### src/rtl/mips_reg_file_if.sv
// mips_reg_file_if: operand-read and writeback-write bus of the MIPS register file.
//   RegA1/RegB1/RegC1   read indices (rs, rt, destination/store-data)
//   DataA1/DataB1/DataC1 combinational read data
//   WriteReg1/WriteData1/Write1 writeback port
// master = decode/writeback side, slave = register file.
interface mips_reg_file_if #(
  parameter int unsigned DATA_WIDTH = 32,
  parameter int unsigned ADDR_WIDTH = 5
);
  logic [ADDR_WIDTH-1:0] RegA1;
  logic [ADDR_WIDTH-1:0] RegB1;
  logic [ADDR_WIDTH-1:0] RegC1;
  logic [DATA_WIDTH-1:0] DataA1;
  logic [DATA_WIDTH-1:0] DataB1;
  logic [DATA_WIDTH-1:0] DataC1;
  logic [ADDR_WIDTH-1:0] WriteReg1;
  logic [DATA_WIDTH-1:0] WriteData1;
  logic                  Write1;

  modport master (
    output RegA1, RegB1, RegC1, WriteReg1, WriteData1, Write1,
    input  DataA1, DataB1, DataC1
  );

  modport slave (
    input  RegA1, RegB1, RegC1, WriteReg1, WriteData1, Write1,
    output DataA1, DataB1, DataC1
  );
endinterface

### src/rtl/mips_reg_file.sv
// mips_reg_file: 2**ADDR_WIDTH x DATA_WIDTH flop-based register file with three
// combinational read ports and one synchronous write port. Register 0 reads zero.
//   CLK    clock, writes on rising edge
//   RESET  asynchronous active-low reset, clears every register
//   rf     mips_reg_file_if.slave (read indices/data, writeback port)
// Optional build macro REGFILE_BYPASS_EN: a same-cycle write to a register being
// read is forwarded to that read port (write-first behaviour).
module mips_reg_file #(
  parameter int unsigned DATA_WIDTH = 32,
  parameter int unsigned ADDR_WIDTH = 5
) (
  input  logic            CLK,
  input  logic            RESET,
  mips_reg_file_if.slave  rf
);

  localparam int unsigned NUM_REGS  = 2 ** ADDR_WIDTH;
  localparam int unsigned NUM_PORTS = 3;

  logic [DATA_WIDTH-1:0] regs    [NUM_REGS];
  logic [ADDR_WIDTH-1:0] rd_idx  [NUM_PORTS];
  logic [DATA_WIDTH-1:0] rd_data [NUM_PORTS];
  logic                  wr_en;

  // Writes to r0 are dropped so the zero register never holds data.
  assign wr_en = rf.Write1 && (rf.WriteReg1 != '0);

  // Storage array; reset clears every entry.
  always_ff @(posedge CLK or negedge RESET) begin
    if (!RESET) begin
      for (int unsigned i = 0; i < NUM_REGS; i++) begin
        regs[i] <= '0;
      end
    end else if (wr_en) begin
      regs[rf.WriteReg1] <= rf.WriteData1;
    end
  end

  assign rd_idx[0] = rf.RegA1;
  assign rd_idx[1] = rf.RegB1;
  assign rd_idx[2] = rf.RegC1;

  // Read ports; outputs are forced to zero while reset is held so the
  // bypass path cannot leak writeback data during reset.
  always_comb begin
    for (int unsigned p = 0; p < NUM_PORTS; p++) begin
      rd_data[p] = '0;
      if (RESET && (rd_idx[p] != '0)) begin
`ifdef REGFILE_BYPASS_EN
        if (wr_en && (rf.WriteReg1 == rd_idx[p])) begin
          rd_data[p] = rf.WriteData1;
        end else begin
          rd_data[p] = regs[rd_idx[p]];
        end
`else
        rd_data[p] = regs[rd_idx[p]];
`endif
      end
    end
  end

  assign rf.DataA1 = rd_data[0];
  assign rf.DataB1 = rd_data[1];
  assign rf.DataC1 = rd_data[2];

endmodule

### src/flat_wrapper.sv
// flat-port wrapper written by rule: the top's interface ports become plain ports
module mips_reg_file_flat 
#(
  parameter int unsigned DATA_WIDTH = 32,
  parameter int unsigned ADDR_WIDTH = 5
)
  (CLK, RESET, rf_RegA1, rf_RegB1, rf_RegC1, rf_WriteReg1, rf_WriteData1, rf_Write1, rf_DataA1, rf_DataB1, rf_DataC1);
  mips_reg_file_if #(.DATA_WIDTH(DATA_WIDTH), .ADDR_WIDTH(ADDR_WIDTH)) rf_i ();
  input  logic CLK;
  input  logic RESET;
  input wire logic [$bits(rf_i.RegA1)-1:0] rf_RegA1;
  input wire logic [$bits(rf_i.RegB1)-1:0] rf_RegB1;
  input wire logic [$bits(rf_i.RegC1)-1:0] rf_RegC1;
  input wire logic [$bits(rf_i.WriteReg1)-1:0] rf_WriteReg1;
  input wire logic [$bits(rf_i.WriteData1)-1:0] rf_WriteData1;
  input wire logic [$bits(rf_i.Write1)-1:0] rf_Write1;
  output wire logic [$bits(rf_i.DataA1)-1:0] rf_DataA1;
  output wire logic [$bits(rf_i.DataB1)-1:0] rf_DataB1;
  output wire logic [$bits(rf_i.DataC1)-1:0] rf_DataC1;
  assign rf_i.RegA1 = rf_RegA1;
  assign rf_i.RegB1 = rf_RegB1;
  assign rf_i.RegC1 = rf_RegC1;
  assign rf_i.WriteReg1 = rf_WriteReg1;
  assign rf_i.WriteData1 = rf_WriteData1;
  assign rf_i.Write1 = rf_Write1;
  assign rf_DataA1 = rf_i.DataA1;
  assign rf_DataB1 = rf_i.DataB1;
  assign rf_DataC1 = rf_i.DataC1;
  mips_reg_file #(.DATA_WIDTH(DATA_WIDTH), .ADDR_WIDTH(ADDR_WIDTH)) u_core (.CLK(CLK), .RESET(RESET), .rf(rf_i));
endmodule
### config.mk
export PLATFORM = sky130hd
export DESIGN_NAME = mips_reg_file_flat
export DESIGN_NICKNAME = d
export VERILOG_FILES = /design/src/rtl/mips_reg_file_if.sv /design/src/rtl/mips_reg_file.sv /design/src/flat_wrapper.sv
export SDC_FILE = /design/constraint.sdc
export NUM_CORES = 2
export LEC_CHECK = 0
export CORE_MARGIN = 2
export CORE_UTILIZATION = 56
export CTS_CLUSTER_SIZE = 10
export DETAILED_ROUTE_END_ITERATION = 6
export PLACE_DENSITY = 0.73
export REMOVE_ABC_BUFFERS = 1
export SYNTH_ARGS = -nofsm -noshare
export SYNTH_HDL_FRONTEND = slang
export SYNTH_SLANG_ARGS = --single-unit
### constraint.sdc
create_clock -name CLK -period 3.7 [get_ports CLK]
set_input_delay 0.925 -clock CLK [delete_from_list [all_inputs] [get_ports CLK]]
set_output_delay 0.925 -clock CLK [all_outputs]
set_load 0.02 [all_outputs]
==> results_dict.tcl <==
set metrics [dict create \
    first_iter_violations 5859 \
    ctsHoldBuffers 0 \
    violations "DRC, setup timing" \
    final-setup-viol-count 29 \
    firstDrtPassIters 7 \
    dp_slack_ns -0.9685 \
    critPathKind "input port to primary output" \
    core_sq_mm 0.1120 \
    die_h_um 339.5 \
    grt_pass1_vias 47050 \
    start_util_pct 56.25 \
    ys_ff_latch 1024 \
    largest_reg_flops 1024 \
    final_area_sq_mm 0.07703 \
    wirelength_um 228400 \
    tightestPinTransition_ns 1.226 \
    numPortBuffers 150 \
    async_flop_share_pct 100.0 \
    critPathCaptureType "primary output" \
    yosysMostFrequentCell "mux2_2" \
    p_per_area_mw_per_mm2 472.6 \
    r2r_setup_slack_ns 2.84 \
    required_ns 2.77 \
    period_share_pct 103.7 \
    die_x_um 339.5 \
    combPwrFrac_pct 27.5 \
    place_congestion 0.9215 \
    clock.fmax_mhz 260.6 \
    vdd_drop_max_mv 0.3705 \
    total_leakage_power_nw 33.33 \
    p_int_w 0.02534 \
    status "finished with violations" \
    viasPerCell 7.396 \
    setup-tns-final_ns -1.220 \
    postRouteAntennaNets 0 \
    yosysSeqAreaShare_pct 40.66 \
    swShare_pct 30.38 \
    cp-start-kind "input port" \
    syn_area_sq_mm 0.06302 \
    area_delta_synth_final_pct 22.22 \
    hold_path_class "input port to asynchronous set/reset pin" \
    relSlewSlack_pct 18.03 \
    ys_warn_count 0 \
    clock_path_buffers 3 \
    path_max_fanout 6 \
    cts_root_buffer "clkbuf_16" \
    power.share.clock_pct 29.6 \
    avgSynthCellArea_sq_um 14.55 \
    skew_ns 0 \
    drv_cap 0 \
    switchingPower_w 0.01106 \
    drive_gt1_share_pct 58.04 \
    timing.final.max_slew_violations 0 \
    rsz0062_at_grt "yes" \
    antenna_found_initial 8 \
    p_seq_share_pct 42.8 \
    synth_area_leaders "dfrtp_1 41%, mux4_2 22%, mux2_2 18%, mux2i_1 8.2%, buf_2 1.6%" \
    ioPinCount 151 \
    grt_max_degree 168 \
    cts_sinks 1024 \
    top_register "u_core.regs" \
    hpwl_um 136100 \
    synthCells 4330 \
    layout_min_cycle_time_ns 3.837 \
    synth.top_cells.by_count "1,033 x mux2_2, 1,024 x dfrtp_1, 608 x mux4_2, 518 x mux2i_1, 207 x clkbuf_1" \
    arrival_ns 2.91 \
    place_area_sq_mm 0.07014 \
    hold_violations 0 \
    largestRegisters "u_core.regs x1024" \
    synth_cell_types 43 \
    clk_latency_ns 0.72 \
    htreeDepth 3 \
    wire_per_inst_um 36.29 \
    synth_edf_count 0 \
    synth.top_cell.area_share_pct 40.66 \
    setup_slack_ns -0.1369 \
    cts_buffers 117 \
    fp.dieArea_sq_mm 0.1152 \
    route.vias.total 46540 \
    drc 24 \
    fin_nets 4798 \
    cts.clk_slew.worst_paths_ns 0.06 \
    yosys.area.top_type "dfrtp_1" \
    tritoncts "built" \
    overflow 0 \
    track_usage_pct 39.09 \
    synth_flop_cell "dfrtp_1" \
    rows 123 \
    grt_pass1_wl_um 329600 \
]
==> per-stage QoR <==
| stage | power, W | utilization (%) | hold slack (ns) | cells |
|---|---|---|---|---|
| 3_3_place_gp | 0.02433 | 62.61 | 0.3938 | 5979 |
| 6_report | 0.03641 | 68.75 | 0.2225 | 6293 |
| 3_5_place_dp | 0.02470 | 62.61 | 0.4027 | 5979 |
| 2_1_floorplan | 0.02089 | - | 0.3812 | 3816 |
| 5_1_grt | 0.03762 | 68.73 | 0.2226 | 6284 |
| 4_1_cts | 0.03582 | 67.84 | 0.2054 | 6253 |
==> path summary, 6_finish.rpt <==
check / end / cells after the start / start
hold / removal: u_core.regs[83]$_DFFE_PN0P_ / 2 / RESET
setup / recovery: rf_DataC1[24] / 9 / rf_RegC1[0]
max in group asynchronous: u_core.regs[353]$_DFFE_PN0P_ / 5 / RESET
hold reg to reg: u_core.regs[1006]$_DFFE_PN0P_ / 0 / u_core.regs[1006]$_DFFE_PN0P_
setup reg to reg: u_core.regs[398]$_DFFE_PN0P_ / 1 / u_core.regs[398]$_DFFE_PN0P_
min in group CLK: u_core.regs[1006]$_DFFE_PN0P_ / 0 / u_core.regs[1006]$_DFFE_PN0P_
==> what timing repair did <==
action	4_1_cts	5_1_grt
setup endpoints to repair	96	78
hold endpoints to repair	0	0
setup buffers	90	41
pin swaps	47	64
cloned	29	7
gates resized for setup	656	178
==> critical path, stage by stage <==
cell and delay [ns]:
buf_12 0.09, buf_12 0.14, buf_12 0.15, buf_8 0.11
buf_6 0.11, mux4_2 0.48, mux2i_1 0.45, o221ai_4 0.24
buf_6 0.19
==> layer usage <==
metal / part of all wire (%) / vias to the layer above / GRT usage, %
met1: 37 / 24280 / 53.33
met2: 44 / 3502 / 56.62
met4: 6.0 / 6 / 20.88
li1: - / 17970 / -
met3: 13 / 781 / 11.85
met5: 0.015 / - / 0
==> layout by cell type (no fill, tap or decap), types with 48 or more instances in the layout <==
| cell type | count |
|---|---|
| nand3_1 | 61 |
| o22a_1 | 48 |
| buf_4 | 424 |
| mux2_2 | 1016 |
| o221ai_2 | 49 |
| mux4_2 | 608 |
| mux2i_1 | 476 |
| dfrtp_1 | 1024 |
| buf_6 | 61 |
| o221ai_1 | 54 |
| buf_12 | 174 |
| clkbuf_16 | 127 |
| nand2_1 | 91 |
| a21oi_1 | 62 |
==> final cells by class <==
cell class / instances / area, sq um
Timing Repair Buffer: 807 / 9682
Inverter: 1 / 3.754
Multi-Input combinational cell: 2792 / 36470
Clock inverter: 7 / 82.58
Antenna cell: 10 / 25.02
Sequential cell: 1024 / 25620
Fill cell: 7500 / 35010
Tap cell: 1500 / 1877
Clock buffer: 152 / 3263
==> kinds of logic (layout without fill, tap and decap cells) <==
family	count (synthesis)	after routing	synth area share, %
buf+inv	515	967	3.782
other cells	0	10	0
flops	1024	1024	40.66
simple gates	262	263	2.065
compound gates	353	353	4.779
mux	2176	2176	48.72
==> power by group through the flow <==
stage	registers, W	logic [W]	clock network, W
2_1_floorplan	0.0148	0.00607	0
3_3_place_gp	0.0154	0.00891	0
3_5_place_dp	0.0156	0.00910	0
4_1_cts	0.0154	0.00960	0.0108
5_1_grt	0.0158	0.0105	0.0113
6_report	0.0156	0.0100	0.0108
No activity file was read; power rests on OpenSTA's default activity.
